[src/rtl/acq_frame_scheduler.sv]
`default_nettype none
// ============================================================================
// Module   : acq_frame_scheduler
// Purpose  : Paces sensor frame triggers, watches the stream for frame end,
//            and applies a completion timeout in burst or continuous mode.
// Revision : 1.0  initial release
// ============================================================================
module acq_frame_scheduler #(
    parameter int PERIOD_W  = 32,
    parameter int COUNT_W   = 16,
    parameter int TIMEOUT_W = 24
) (
    input  logic                 master_clock,
    input  logic                 resetn,
    input  logic                 cfg_start,
    input  logic                 cfg_stop,
    input  logic                 cfg_mode,
    input  logic [COUNT_W-1:0]   cfg_frame_count,
    input  logic [PERIOD_W-1:0]  cfg_period,
    input  logic [TIMEOUT_W-1:0] cfg_timeout,
    input  logic                 mon_tvalid,
    input  logic                 mon_tready,
    input  logic                 mon_tlast,
    output logic                 acq_trigger,
    output logic                 acq_enable,
    output logic                 busy,
    output logic                 done,
    output logic                 err_timeout,
    output logic [COUNT_W-1:0]   overrun_cnt,
    output logic [COUNT_W-1:0]   frames_done,
    output logic [3:0]           dbg_state
);

    typedef enum logic [3:0] {
        S_IDLE        = 4'd0,
        S_TRIGGER     = 4'd1,
        S_WAIT_FRAME  = 4'd2,
        S_WAIT_PERIOD = 4'd3,
        S_DONE        = 4'd4,
        S_ERROR       = 4'd5
    } state_t;

    state_t               r_state;
    logic                 r_mode;
    logic                 r_stop_pend;
    logic [COUNT_W-1:0]   r_remaining;
    logic [PERIOD_W-1:0]  r_period_m1;
    logic [PERIOD_W-1:0]  r_pcnt;
    logic [TIMEOUT_W-1:0] r_timeout;
    logic [TIMEOUT_W-1:0] r_tcnt;

    logic                 w_frame_end;
    logic                 w_stop;
    logic                 w_period_up;
    logic                 w_last;
    logic                 w_timed_out;
    logic [PERIOD_W-1:0]  w_pcnt_inc;
    logic [TIMEOUT_W-1:0] w_tcnt_inc;

    // Both counters hold "cycles since the trigger cycle", so reaching
    // period-1 in WAIT_PERIOD re-triggers exactly one period later.
    assign w_frame_end = mon_tvalid & mon_tready & mon_tlast;
    assign w_stop      = r_stop_pend | cfg_stop;
    assign w_period_up = (r_pcnt >= r_period_m1);
    assign w_last      = ~r_mode & (r_remaining == '0);
    assign w_timed_out = (r_timeout != '0) && (r_tcnt == r_timeout - TIMEOUT_W'(1));
    assign w_pcnt_inc  = (r_pcnt == '1) ? r_pcnt : r_pcnt + PERIOD_W'(1);
    assign w_tcnt_inc  = (r_tcnt == '1) ? r_tcnt : r_tcnt + TIMEOUT_W'(1);
    assign dbg_state   = r_state;

    always_ff @(posedge master_clock or negedge resetn) begin
        if (!resetn) begin
            r_state     <= S_IDLE;
            r_mode      <= 1'b0;
            r_stop_pend <= 1'b0;
            r_remaining <= '0;
            r_period_m1 <= '0;
            r_pcnt      <= '0;
            r_timeout   <= '0;
            r_tcnt      <= '0;
            acq_trigger <= 1'b0;
            acq_enable  <= 1'b0;
            busy        <= 1'b0;
            done        <= 1'b0;
            err_timeout <= 1'b0;
            overrun_cnt <= '0;
            frames_done <= '0;
        end else begin
            acq_trigger <= 1'b0;
            done        <= 1'b0;
            r_pcnt      <= w_pcnt_inc;
            r_tcnt      <= w_tcnt_inc;
            if (cfg_stop && (r_state != S_IDLE)) begin
                r_stop_pend <= 1'b1;
            end

            case (r_state)
                S_IDLE: begin
                    if (cfg_start) begin
                        r_mode      <= cfg_mode;
                        r_remaining <= (cfg_frame_count == '0) ? COUNT_W'(1) : cfg_frame_count;
                        r_period_m1 <= (cfg_period < PERIOD_W'(2)) ? PERIOD_W'(1)
                                                                   : cfg_period - PERIOD_W'(1);
                        r_timeout   <= cfg_timeout;
                        r_stop_pend <= 1'b0;
                        frames_done <= '0;
                        overrun_cnt <= '0;
                        err_timeout <= 1'b0;
                        r_pcnt      <= '0;
                        r_tcnt      <= '0;
                        acq_trigger <= 1'b1;
                        acq_enable  <= 1'b1;
                        busy        <= 1'b1;
                        r_state     <= S_TRIGGER;
                    end
                end

                S_TRIGGER: begin
                    r_remaining <= r_remaining - COUNT_W'(1);
                    r_state     <= S_WAIT_FRAME;
                end

                S_WAIT_FRAME: begin
                    if (w_frame_end) begin
                        frames_done <= frames_done + COUNT_W'(1);
                        if (w_period_up && (overrun_cnt != '1)) begin
                            overrun_cnt <= overrun_cnt + COUNT_W'(1);
                        end
                        if (w_last || w_stop) begin
                            done       <= 1'b1;
                            acq_enable <= 1'b0;
                            r_state    <= S_DONE;
                        end else if (w_period_up) begin
                            acq_trigger <= 1'b1;
                            r_pcnt      <= '0;
                            r_tcnt      <= '0;
                            r_state     <= S_TRIGGER;
                        end else begin
                            r_state <= S_WAIT_PERIOD;
                        end
                    end else if (w_timed_out) begin
                        acq_enable <= 1'b0;
                        r_state    <= S_ERROR;
                    end
                end

                S_WAIT_PERIOD: begin
                    if (w_stop) begin
                        done       <= 1'b1;
                        acq_enable <= 1'b0;
                        r_state    <= S_DONE;
                    end else if (w_period_up) begin
                        acq_trigger <= 1'b1;
                        r_pcnt      <= '0;
                        r_tcnt      <= '0;
                        r_state     <= S_TRIGGER;
                    end
                end

                S_DONE: begin
                    busy    <= 1'b0;
                    r_state <= S_IDLE;
                end

                S_ERROR: begin
                    err_timeout <= 1'b1;
                    busy        <= 1'b0;
                    r_state     <= S_IDLE;
                end

                default: begin
                    acq_enable <= 1'b0;
                    busy       <= 1'b0;
                    r_state    <= S_IDLE;
                end
            endcase
        end
    end

endmodule
`default_nettype wire

[config.mk]
export PLATFORM = sky130hd
export DESIGN_NAME = acq_frame_scheduler
export DESIGN_NICKNAME = d
export VERILOG_FILES = /design/src/rtl/acq_frame_scheduler.sv
export SDC_FILE = /design/constraint.sdc
export NUM_CORES = 1
export LEC_CHECK = 0
export ABC_AREA = 1
export BUFFER_PORTS_ARGS = -buffer_cell sky130_fd_sc_hd__buf_4
export CORE_AREA = 2 2 144 146
export CTS_CLUSTER_DIAMETER = 80
export DETAILED_ROUTE_END_ITERATION = 10
export DIE_AREA = 0 0 146 148
export HOLD_SLACK_MARGIN = 0.15
export PLACE_DENSITY = 0.75
export SETUP_SLACK_MARGIN = 0.3
export SYNTH_ARGS = -nofsm -noshare
export SYNTH_HDL_FRONTEND = slang
export SYNTH_SLANG_ARGS = --single-unit
[constraint.sdc]
create_clock -name master_clock -period 4.3 [get_ports master_clock]
set_input_delay 0.86 -clock master_clock [delete_from_list [all_inputs] [get_ports master_clock]]
set_output_delay 0.86 -clock master_clock [all_outputs]
set_load 0.01 [all_outputs]
==> flow_summary.ini <==
[pwr]
clockPowerShare_pct = 22.7
p_seq_share_pct = 37.1
p_comb_share_pct = 40.2
netSwitchingFraction_pct = 41.6
ir_drop_uv = 298
switchingPower_mw = 2.68
p_int_mw = 3.76
p_leak_nw = 5.98
p_total_mw = 6.44
power.density_nw_per_um2 = 511

[drt]
first_iter_violations = 760
wl_per_cell_um = 14.4
final_antenna_net_count = 0
vias = 10100
drcViolationCount = 0
viasPerCell = 5.35
drt_wl_total_um = 27300
firstDrtPassIters = 5

[clock_network]
root_buffer = clkbuf_16
numCtsBuffers = 17
cts_tree = yes
clkLatencyLatePin_ns = 0.43
cts.hold.buffers_added = 0
postCtsResizedCells = 0
clockBufferDepth = 2
clock-sinks = 170
postCtsSetupBuffers = 0
cts.clk_slew.worst_paths_ns = 0.07
htreeDepth = 4

[logic_synthesis]
yosysSeqAreaShare_pct = 39.1
synth_flop_cell = dfrtp_1
synth_area_sq_um = 10900
yosysMostFrequentCell = nand2_1
synth_area_per_cell_sq_um = 7.32
netlist_instances = 1487
yosys-top-cells-area = dfrtp_1 (39%), nand2_1 (12%), nor2_1 (7.1%)
synth_edf_count = 0
yosysUniqueCellTypes = 51
synth_common_cells = nand2_1 (340), nor2_1 (206), inv_1 (185)
ys_ff_latch = 170
synth_top_area_share_pct = 39.1
synth_nets = 1606
synth_top_area_cell = dfrtp_1
yosys_warnings = 0
synthArstFlopShare_pct = 100

[die]
core_sq_um = 20000
ios = 121
dieArea_sq_um = 21600
fp.dieW_um = 146
dieHeight_um = 148
rows = 52
initial_core_util_pct = 54.3

[critical_path]
cp.arrival_ns = 3.33
r2r-start = dbg_state[2]$_DFFE_PN0P_
rr_worst_depth = 9
critical_path_class = flop to flop
reg2reg_slack_ns = 1.31
crit_fanout = 65
critPathRequiredTime_ns = 4.65
end_kind = flop
r2r-end = r_remaining[8]$_DFFE_PN0P_
cp-start-kind = flop

[sta]
relSlewSlack_pct = 50.6
slew_viol_final = 0
tightest_slew_ns = 0.741
final.setup.tns_ns = 0
clock_skew_ns = 0.00974
post-route-period-util_pct = 69.4
rsz0062_at_grt = no
finalHoldViolCount = 0
period_minus_slack_ns = 2.99
fmax_mhz = 335
finalSetupViolCount = 0

[global_route]
grt_pass1_vias = 9626
grt_pass1_wl_um = 45900
grt_busiest_layer = met2
met2_usage_pct = 40.9
antenna_found_initial = 0
grt_overflow = 0
grt_use_total_pct = 25.8
use_met3_pct = 4.44
grt_max_degree = 77
met1_usage_pct = 36.8

[layout]
finalNetCount = 1724
antenna_cells = 0
fin_area_sq_um = 12600
fillers = 1857
syn2layout_area_growth_pct = 15.7
drive_gt1_share_pct = 13.0

[flow_run]
maxCapViolCount = 0

[min_path]
hold_path_class = primary input to async pin

[placement]
dp_hpwl_um = 20800
placed_area_sq_um = 12000
portBuffers = 119
finalWeightedCongestion = 0.937

[outcome]
run_status = finished clean
## per-layer routing
metal	share of wire, %	vias up
met3	5.9	32
met5	0	-
met4	1.7	0
met1	47	4710
li1	-	5067
met2	45	294
## layout make-up
cell class / count / area, sq um / area share (%)
Multi-Input combinational cell: 1097 / 5750 / 45.7
Timing Repair Buffer: 126 / 950 / 7.54
Tap cell: 270 / 338 / 2.68
Clock buffer: 21 / 480 / 3.82
Inverter: 193 / 724 / 5.75
Sequential cell: 170 / 4250 / 33.8
Clock inverter: 11 / 87.6 / 0.696
## critical path: stages, from the launching register on
cell and delay [ns]:
dfrtp_1 0.47, nor2_4 0.16, nand2_2 0.12, nor2_4 0.52, buf_4 0.65, nor2_1 0.28
clkinv_1 0.27, o21ai_0 0.13, o21bai_1 0.17, o21ai_0 0.09
## sequential cells by signal, indices dropped and copies added, names as in the netlist
signal and count:
r_period_m1 32, r_timeout 24, err_timeout 1, r_stop_pend 1
r_remaining 16, r_pcnt 32, acq_enable 1, done 1
overrun_cnt 16, frames_done 16, acq_trigger 1, busy 1
r_mode 1, r_tcnt 24, dbg_state 3
## how the worst max path moves through the flow
stage               depth (start not counted)                           to  slack [ns]                startpoint
floorplan                                  12  r_period_m1[26]$_DFFE_PN0P_        1.83             cfg_period[0]
global placement                            9   r_remaining[8]$_DFFE_PN0P_        1.15                 cfg_start
detailed placement                          9   r_remaining[8]$_DFFE_PN0P_        1.07                 cfg_start
CTS                                         9   r_remaining[8]$_DFFE_PN0P_        1.32  dbg_state[2]$_DFFE_PN0P_
global route                                9   r_remaining[8]$_DFFE_PN0P_        1.09  dbg_state[2]$_DFFE_PN0P_
finish                                      9   r_remaining[8]$_DFFE_PN0P_        1.31  dbg_state[2]$_DFFE_PN0P_
## cell families after synthesis
family | after synthesis | synth area share (%)
simple gates | 781 | 31.5
buf+inv | 220 | 8.00
compound gates | 189 | 9.91
flops | 170 | 39.1
xor+xnor | 87 | 7.00
fa+ha+maj | 39 | 4.49
other cells | 1 | 0.0345
## metrics by stage
step                      utilization (%)  setup slack (ns)  instances  hold WS, ns
final                                62.8              1.31       1888        0.417
after global routing                 62.8              1.09       1888        0.483
after CTS                            62.8              1.32       1888        0.467
after detailed placement             60.0              1.07       1856        0.474
after global placement               60.0              1.15       1856        0.459
after floorplan                         -              1.83       1487        0.443
## power groups by stage
stage	clock network, mW	registers, mW	logic, mW
after floorplan	0	2.32	1.93
after global placement	0	2.40	2.48
after detailed placement	0	2.41	2.57
after CTS	1.49	2.38	2.59
after global routing	1.56	2.45	2.96
final	1.46	2.39	2.58
## placed cells by master, fill, tap and decap left out, types with 5 or more instances in the layout
cell	count
xor2_1	65
nand4_1	36
inv_2	5
nand2_1	340
nor2_1	206
nor2_2	8
inv_1	185
nand3b_1	9
a21oi_2	5
nor4_1	17
o221ai_1	6
nor3_1	50
nand2_2	8
buf_4	125
o22ai_1	25
o211ai_1	7
dfrtp_1	170
ha_1	39
or2_2	17
clkbuf_16	17
xnor2_1	22
nand3_1	74
o21ai_0	72
a21oi_1	59
Power figures use the tool's default switching activity.
